File: src/rtl/ctrl_pkg.sv
// Shared definitions for the multicycle datapath main controller: state codes, opcodes, ALU op codes.
// Latency: n/a (constants and types only).
// Backpressure: n/a.
package ctrl_pkg;

    // State codes are visible on the debug port, so the encoding is fixed.
    typedef enum logic [3:0] {
        S_FETCH  = 4'd0,
        S_DECODE = 4'd1,
        S_MEMADR = 4'd2,
        S_MEMRD  = 4'd3,
        S_MEMWB  = 4'd4,
        S_MEMWR  = 4'd5,
        S_EXEC   = 4'd6,
        S_ALUWB  = 4'd7,
        S_BEQ    = 4'd8,
        S_ADDIEX = 4'd9,
        S_ADDIWB = 4'd10,
        S_JUMP   = 4'd11,
        S_BNE    = 4'd12
    } state_t;

    // Opcode field values (instr[31:26]).
    localparam logic [5:0] OP_RTYPE = 6'b000000;
    localparam logic [5:0] OP_LW    = 6'b100011;
    localparam logic [5:0] OP_SW    = 6'b101011;
    localparam logic [5:0] OP_BEQ   = 6'b000100;
    localparam logic [5:0] OP_BNE   = 6'b000101;
    localparam logic [5:0] OP_ADDI  = 6'b001000;
    localparam logic [5:0] OP_J     = 6'b000010;

    // Codes handed to the ALU decoder.
    localparam logic [1:0] ALUOP_ADD   = 2'b00;
    localparam logic [1:0] ALUOP_BEQ   = 2'b01;
    localparam logic [1:0] ALUOP_FUNCT = 2'b10;
    localparam logic [1:0] ALUOP_BNE   = 2'b11;

    // ALU B operand selects.
    localparam logic [1:0] SRCB_REG  = 2'b00;
    localparam logic [1:0] SRCB_FOUR = 2'b01;
    localparam logic [1:0] SRCB_IMM  = 2'b10;
    localparam logic [1:0] SRCB_IMM4 = 2'b11;

    // PC source selects.
    localparam logic [1:0] PCSRC_ALU    = 2'b00;
    localparam logic [1:0] PCSRC_ALUOUT = 2'b01;
    localparam logic [1:0] PCSRC_JUMP   = 2'b10;

endpackage

File: src/rtl/main_control_fsm.sv
// Main control FSM of the 32-bit multicycle datapath (Moore; pcEn also depends on zero in branch states).
// Latency: lw 5 cycles; sw, R-type, addi 4; beq, bne, j 3 (FETCH included); outputs combinational from state.
// Backpressure: none; advances every clock, synchronous active-high reset forces FETCH.
//
// Ports:
//   clk, reset         clock and synchronous active-high reset
//   op[5:0]            opcode from instruction register, sampled in DECODE and MEMADR only
//   zero               ALU zero flag, used in BEQ/BNE
//   state[3:0]         current state code (debug)
//   pcEn .. pcSrc      datapath control strobes and mux selects
module main_control_fsm
    import ctrl_pkg::*;
(
    input  logic       clk,
    input  logic       reset,
    input  logic [5:0] op,
    input  logic       zero,
    output logic [3:0] state,
    output logic       pcEn,
    output logic       irWrite,
    output logic       memWrite,
    output logic       regWrite,
    output logic       iorD,
    output logic       regDst,
    output logic       memToReg,
    output logic       aluSrcA,
    output logic [1:0] aluSrcB,
    output logic [1:0] aluOp,
    output logic [1:0] pcSrc
);

    state_t cur_st;
    state_t nxt_st;

    always_ff @(posedge clk) begin
        if (reset) begin
            cur_st <= S_FETCH;
        end else begin
            cur_st <= nxt_st;
        end
    end

    assign state = cur_st;

    // Next-state logic. Unknown opcodes in DECODE fall back to FETCH so the
    // instruction retires with nothing but the FETCH PC increment.
    always_comb begin
        nxt_st = S_FETCH;
        case (cur_st)
            S_FETCH:  nxt_st = S_DECODE;
            S_DECODE: begin
                case (op)
                    OP_LW, OP_SW: nxt_st = S_MEMADR;
                    OP_RTYPE:     nxt_st = S_EXEC;
                    OP_BEQ:       nxt_st = S_BEQ;
                    OP_BNE:       nxt_st = S_BNE;
                    OP_ADDI:      nxt_st = S_ADDIEX;
                    OP_J:         nxt_st = S_JUMP;
                    default:      nxt_st = S_FETCH;
                endcase
            end
            S_MEMADR: nxt_st = (op == OP_LW) ? S_MEMRD : S_MEMWR;
            S_MEMRD:  nxt_st = S_MEMWB;
            S_EXEC:   nxt_st = S_ALUWB;
            S_ADDIEX: nxt_st = S_ADDIWB;
            default:  nxt_st = S_FETCH;
        endcase
    end

    // Output decode. Every output idles at 0; each state raises only what it needs.
    always_comb begin
        pcEn     = 1'b0;
        irWrite  = 1'b0;
        memWrite = 1'b0;
        regWrite = 1'b0;
        iorD     = 1'b0;
        regDst   = 1'b0;
        memToReg = 1'b0;
        aluSrcA  = 1'b0;
        aluSrcB  = SRCB_REG;
        aluOp    = ALUOP_ADD;
        pcSrc    = PCSRC_ALU;
        case (cur_st)
            S_FETCH: begin
                irWrite = 1'b1;
                pcEn    = 1'b1;
                aluSrcB = SRCB_FOUR;
            end
            S_DECODE: begin
                // Branch target precomputed into ALUOut while decoding.
                aluSrcB = SRCB_IMM4;
            end
            S_MEMADR, S_ADDIEX: begin
                aluSrcA = 1'b1;
                aluSrcB = SRCB_IMM;
            end
            S_MEMRD: begin
                iorD = 1'b1;
            end
            S_MEMWR: begin
                iorD     = 1'b1;
                memWrite = 1'b1;
            end
            S_MEMWB: begin
                regWrite = 1'b1;
                memToReg = 1'b1;
            end
            S_EXEC: begin
                aluSrcA = 1'b1;
                aluOp   = ALUOP_FUNCT;
            end
            S_ALUWB: begin
                regWrite = 1'b1;
                regDst   = 1'b1;
            end
            S_ADDIWB: begin
                regWrite = 1'b1;
            end
            S_BEQ: begin
                aluSrcA = 1'b1;
                aluOp   = ALUOP_BEQ;
                pcSrc   = PCSRC_ALUOUT;
                pcEn    = zero;
            end
            S_BNE: begin
                aluSrcA = 1'b1;
                aluOp   = ALUOP_BNE;
                pcSrc   = PCSRC_ALUOUT;
                pcEn    = ~zero;
            end
            S_JUMP: begin
                pcSrc = PCSRC_JUMP;
                pcEn  = 1'b1;
            end
            default: begin
                // Unused codes keep every output at its idle value.
            end
        endcase
    end

endmodule
File: config.mk
export PLATFORM = sky130hd
export DESIGN_NAME = main_control_fsm
export DESIGN_NICKNAME = d
export VERILOG_FILES = /design/src/rtl/ctrl_pkg.sv /design/src/rtl/main_control_fsm.sv
export SDC_FILE = /design/constraint.sdc
export NUM_CORES = 1
export LEC_CHECK = 0
export ABC_AREA = 1
export CELL_PAD_IN_SITES_DETAIL_PLACEMENT = 0
export CELL_PAD_IN_SITES_GLOBAL_PLACEMENT = 1
export CORE_MARGIN = 3
export CORE_UTILIZATION = 23
export DETAILED_ROUTE_END_ITERATION = 8
export PLACE_DENSITY = 0.85
export SLEW_MARGIN = 20
export SYNTH_ARGS = -nofsm -noshare
export SYNTH_HDL_FRONTEND = slang
export SYNTH_SLANG_ARGS = --single-unit
File: constraint.sdc
create_clock -name clk -period 1.99 [get_ports clk]
set_input_delay 0.199 -clock clk [delete_from_list [all_inputs] [get_ports clk]]
set_output_delay 0.199 -clock clk [all_outputs]
set_load 0.005 [all_outputs]
### Word-level counts from Yosys, hierarchy flattened

Cells that the tools add are included.

| cells by class | value |
|---|---|
| div/mod/pow operators | 0 |
| eq/ne operators | 18 |
| $add $sub $neg | 0 |
| multiplexer cells | 14 |
| multiply operators | 0 |
| shift-type cells | 0 |
| reductions and logical operators | 9 |
| bitwise logic cells | 1 |
| magnitude comparators | 0 |

Operators by type and width:

| kind | count |
|---|---|
| $pmux W4 S6 | 2 |
| $eq A4 B4 Y1 const B | 5 |
| $eq A4 B3 Y1 const B | 4 |
| $eq A6 B3 Y1 const B | 2 |
| $eq A6 B6 Y1 const B | 2 |
| $pmux W2 S3 | 2 |
| $reduce_or A2 Y1 | 5 |
| $eq A4 B2 Y1 const B | 2 |
| $mux W1 | 7 |
| $eq A6 B2 Y1 const B | 1 |
| $eq A6 B4 Y1 const B | 1 |
| $logic_not A6 Y1 | 1 |
| $reduce_or A5 Y1 | 1 |
| $eq A4 B1 Y1 const B | 1 |
| $logic_not A4 Y1 | 1 |
| $pmux W2 S2 | 1 |
| $mux W3 | 1 |
| $pmux W1 S3 | 1 |
| $reduce_or A3 Y1 | 1 |
| $not A1 Y1 | 1 |

| storage, ports and cells | value |
|---|---|
| output and inout bits | 18 |
| word-level logic and storage cells | 43 |
| bits of input ports | 9 |
| bits in latches | 0 |
| bits in read-only memories | 0 |
| RAM bits | 0 |
| register bits after elaboration | 4 |
| memories kept | 0 |

### Logic depth before layout (Yosys ltp)

| logic depth | value |
|---|---|
| depth after elaboration | 4 |
| mapped depth | 6 |
| gate-level depth less buffers | 6 |

### Worst setup path after synthesis

No wires, ideal clock.

| timing | value |
|---|---|
| path type | register to output |
| from | register cur_st[2] (netlist: state[2]) |
| to | output port regWrite |
| cell stages (with the launch flop) | 7 |
| arrival time | 0.945 ns |
| path buffers | 0 |
| data required time | 1.791 ns |
| setup slack | 0.846 ns |
| cell sequence | dfxtp_1 inv_1 nor2_1 inv_1 nor2_1 a21oi_1 o21ai_0 |

| between the ends | value |
|---|---|
| word-level cells in the longest chain between the ends | 3 |
| elaborated cells between the ends (all ways) | 5 |
| classes of those cells | 3 x eq/ne; 1 x mux; 1 x reduce/logical |

Ends and longest elaborated chain:

| item | line | source |
|---|---|---|
| start, declared | main_control_fsm.sv:32 | `state_t cur_st;` |
| start signal, assigned | main_control_fsm.sv:39 | `cur_st <= nxt_st;` |
| $eq A4 B3 Y1 or $eq A4 B4 Y1 (tied branches) | main_control_fsm.sv:83 | `case (cur_st)` |
| $reduce_or A3 Y1 (no line) * | -- |  |
| $mux W1 * | main_control_fsm.sv:83 |  |
| end, declared | main_control_fsm.sv:22 | `output logic regWrite,` |

Every way passes the cells marked *; elsewhere a longest branch is shown, timed or not.

### Worst setup path after layout

| timing | value |
|---|---|
| from | register cur_st[0] (netlist: state[0]) |
| to | output port pcEn |

| between the ends | value |
|---|---|
| word-level cells in the longest chain between the ends | 3 |
| elaborated cells between the ends (all ways) | 6 |
| classes of those cells | 3 x eq/ne; 1 x mux; 2 x reduce/logical |

Ends and longest elaborated chain:

| item | line | source |
|---|---|---|
| $eq A4 B4 Y1 or $logic_not A4 Y1 (tied branches) | main_control_fsm.sv:83 |  |
| $reduce_or A2 Y1 (no line) | -- |  |
| $pmux W1 S3 * | main_control_fsm.sv:83 |  |
| end, declared | main_control_fsm.sv:19 | `output logic pcEn,` |

Marks and branches as above.

==> metrics.txt <==
Fill cells 207; die width between 50 and 60 um; Detail Route Antenna Nets 0; row count 15; ordered list of cells on the worst path nand2_1 > nor3_1 > nor2_1 > o211ai_1 > clkdlybuf4s50_1; post-route cell area approximately 800 um2; core area 1780 um2; Overflow after GRT 0; Skew-Pair Late Insertion Delay between 0.2 and 0.25 ns; final setup violation count 0; max incr delay on CP ~0.52 ns; peak supply drop ~160 uV; crit-path leading delay family buffers and inverters; GRT Overall Usage approximately 11%; layout cells sized above 1 between 10% and 20%; Max-Cap Viols 0; Synth Register Bits 4; fin crit share a little over nine tenths; Critical-path top delay cell clkdlybuf4s50_1; warnings from Yosys 0; DRT Wirelength between 1000 and 1500 um; clock transition at the registers of the reported paths around 0.04 ns; sequential-to-total area share from yosys stat between 10% and 20%; diode count 0; hold-fix buffers at CTS 0; CP Launch Type flip-flop; CP Data Arrival Time ~1.7 ns; GPL Wtd Cong about 0.84; WL/cell 9.34 um; die height ~50 um; max-slew violation count 0; vias per cell about 4.3; most common cell in the netlist nor2_1; Post-synth EDFFs 0; Detail Placement HPWL roughly 1200 um; CTS Buffer Depth 2; first-pass GRT wire length 2270 um; CP Max Fanout 5; most frequent cells after synthesis nor2_1 (23), nand2_1 (21), inv_1 (13), nand3_1 (10), a21oi_1 (6); Setup CP Type flip-flop to output pin; crit path time final approximately 1.9 ns; CTS H-tree lvls 1; leakage between 0.3 and 0.4 nW; NumNets Final 131; CP Buf/Inv Count 1; Area Growth Syn to Fin 72.1%; Final Hold Viols 0; final core occ a little over two fifths; Residual DRC 0; CP Capture Type output pin; cts bufs inserted 3; Pwr Density 352 nW/um2; Slew Limit Headroom roughly 76%; status finished clean; initial antenna violation count 0; ys async rst share 0%; IO Pins 27; share of the synthesized area in the top cell type approximately a fifth; worst hold path type input port to flip-flop; vias in the first global route between 500 and 600; largest cells by area after synthesis nor2_1 (19%), dfxtp_1 (18%), nand2_1 (17%); root buffer cell clkbuf_4; postcts setup bufs 0; top_reg_cell synth dfxtp_1; Slew @ Worst Pin between 0.3 and 0.4 ns; post-synthesis cell type count 12; syn nets 100; Fmax ~0.54 GHz; Sink Count 4; DIE AREA approximately 2500 um2; DRT iter0 DRCs 8; IO buf count 26; Initial Utilization about a quarter; Post-Syn Area per Cell between 4 and 5 um2; post-CTS resize count 0; vias around 620; largest net degree at the start of global routing 8; synthesized cell area around 450 um2; Crit path required time around 1.8 ns; dominant cell type by area after synthesis nor2_1; Post-DP Area between 700 and 800 um2; Synth Instances 91; DRT Pass-1 Iters 4; max FFs per register 4; CTS tree yes; clock skew ~0.00022 ns
## layout make-up
class                           instances  area, um2  area share, %
Sequential cell                         4       82.6           10.6
Inverter                               18       67.6           8.67
Clock buffer                            3       22.5           2.89
Multi-Input combinational cell         69        315           40.4
Tap cell                               25       31.3           4.01
Timing Repair Buffer                   26        260           33.4
## path summary, 6_finish.rpt
check / from / end / slack (ns) / cells after the start
setup / recovery: state[0] / pcEn / 0.12 / 5
hold / removal: reset / state[1] / 0.60 / 2
setup reg to reg: state[0] / state[3] / 0.87 / 6
hold reg to reg: state[1] / state[2] / 0.73 / 4
## worst register-to-register path, stage by stage, from the launching register on
cell and delay [ns]:
dfxtp_1 0.43, inv_2 0.07, nor2_2 0.14, inv_2 0.08, nor2_4 0.10, nand2_1 0.08, a21oi_1 0.16
## stage by stage
step | setup slack [ns] | TNS [ns] | total power [mW] | hold WS, ns | instances
after CTS | 0.00571 | 0 | 0.277 | 0.607 | 145
after floorplan | 0.846 | 0 | 0.128 | 0.268 | 91
after global placement | 0.227 | 0 | 0.179 | 0.757 | 142
after global routing | -0.00595 | -0.00595 | 0.290 | 0.635 | 145
after detailed placement | 0.252 | 0 | 0.179 | 0.761 | 142
final | 0.123 | 0 | 0.274 | 0.601 | 145
## layout by cell type (no fill, tap or decap)
cell and instances:
dfxtp_1 2, nor2_4 1, o211ai_1 2, nor2_1 19, clkdlybuf4s50_1 26, nand2_1 21
o21ai_0 2, inv_1 12, a21oi_1 6, nor2_2 7, inv_2 6, nor3_1 1
clkbuf_4 3, nand3_1 10, dfxtp_2 2
## routing by layer
metal | wire [um] | track usage (%) | part of all wire, % | vias to the layer above
li1 | - | - | - | 340
met2 | 627 | 18.9 | 46 | 16
met3 | 73 | 2.37 | 5.4 | 0
met4 | 0 | 4.04 | 0 | 0
met1 | 653 | 14.2 | 48 | 261
met5 | 0 | 0 | 0 | -
## power breakdown
group / switching (mW) / internal (mW)
Sequential: 0.00481 / 0.0835
Combinational: 0.0428 / 0.0466
Clock: 0.0292 / 0.0672
Total: 0.0768 / 0.197
## logic make-up (layout without fill, tap and decap cells)
kind of cell           count (synthesis)  count (layout)  synth area share [%]
flip-flops                             4               4                  17.7
AO/OA/AOI/OAI                         10              10                  12.2
AND/OR/NAND/NOR                       59              59                  55.2
buffers and inverters                 18              47                  14.9
No activity file was read; power rests on OpenSTA's default activity.
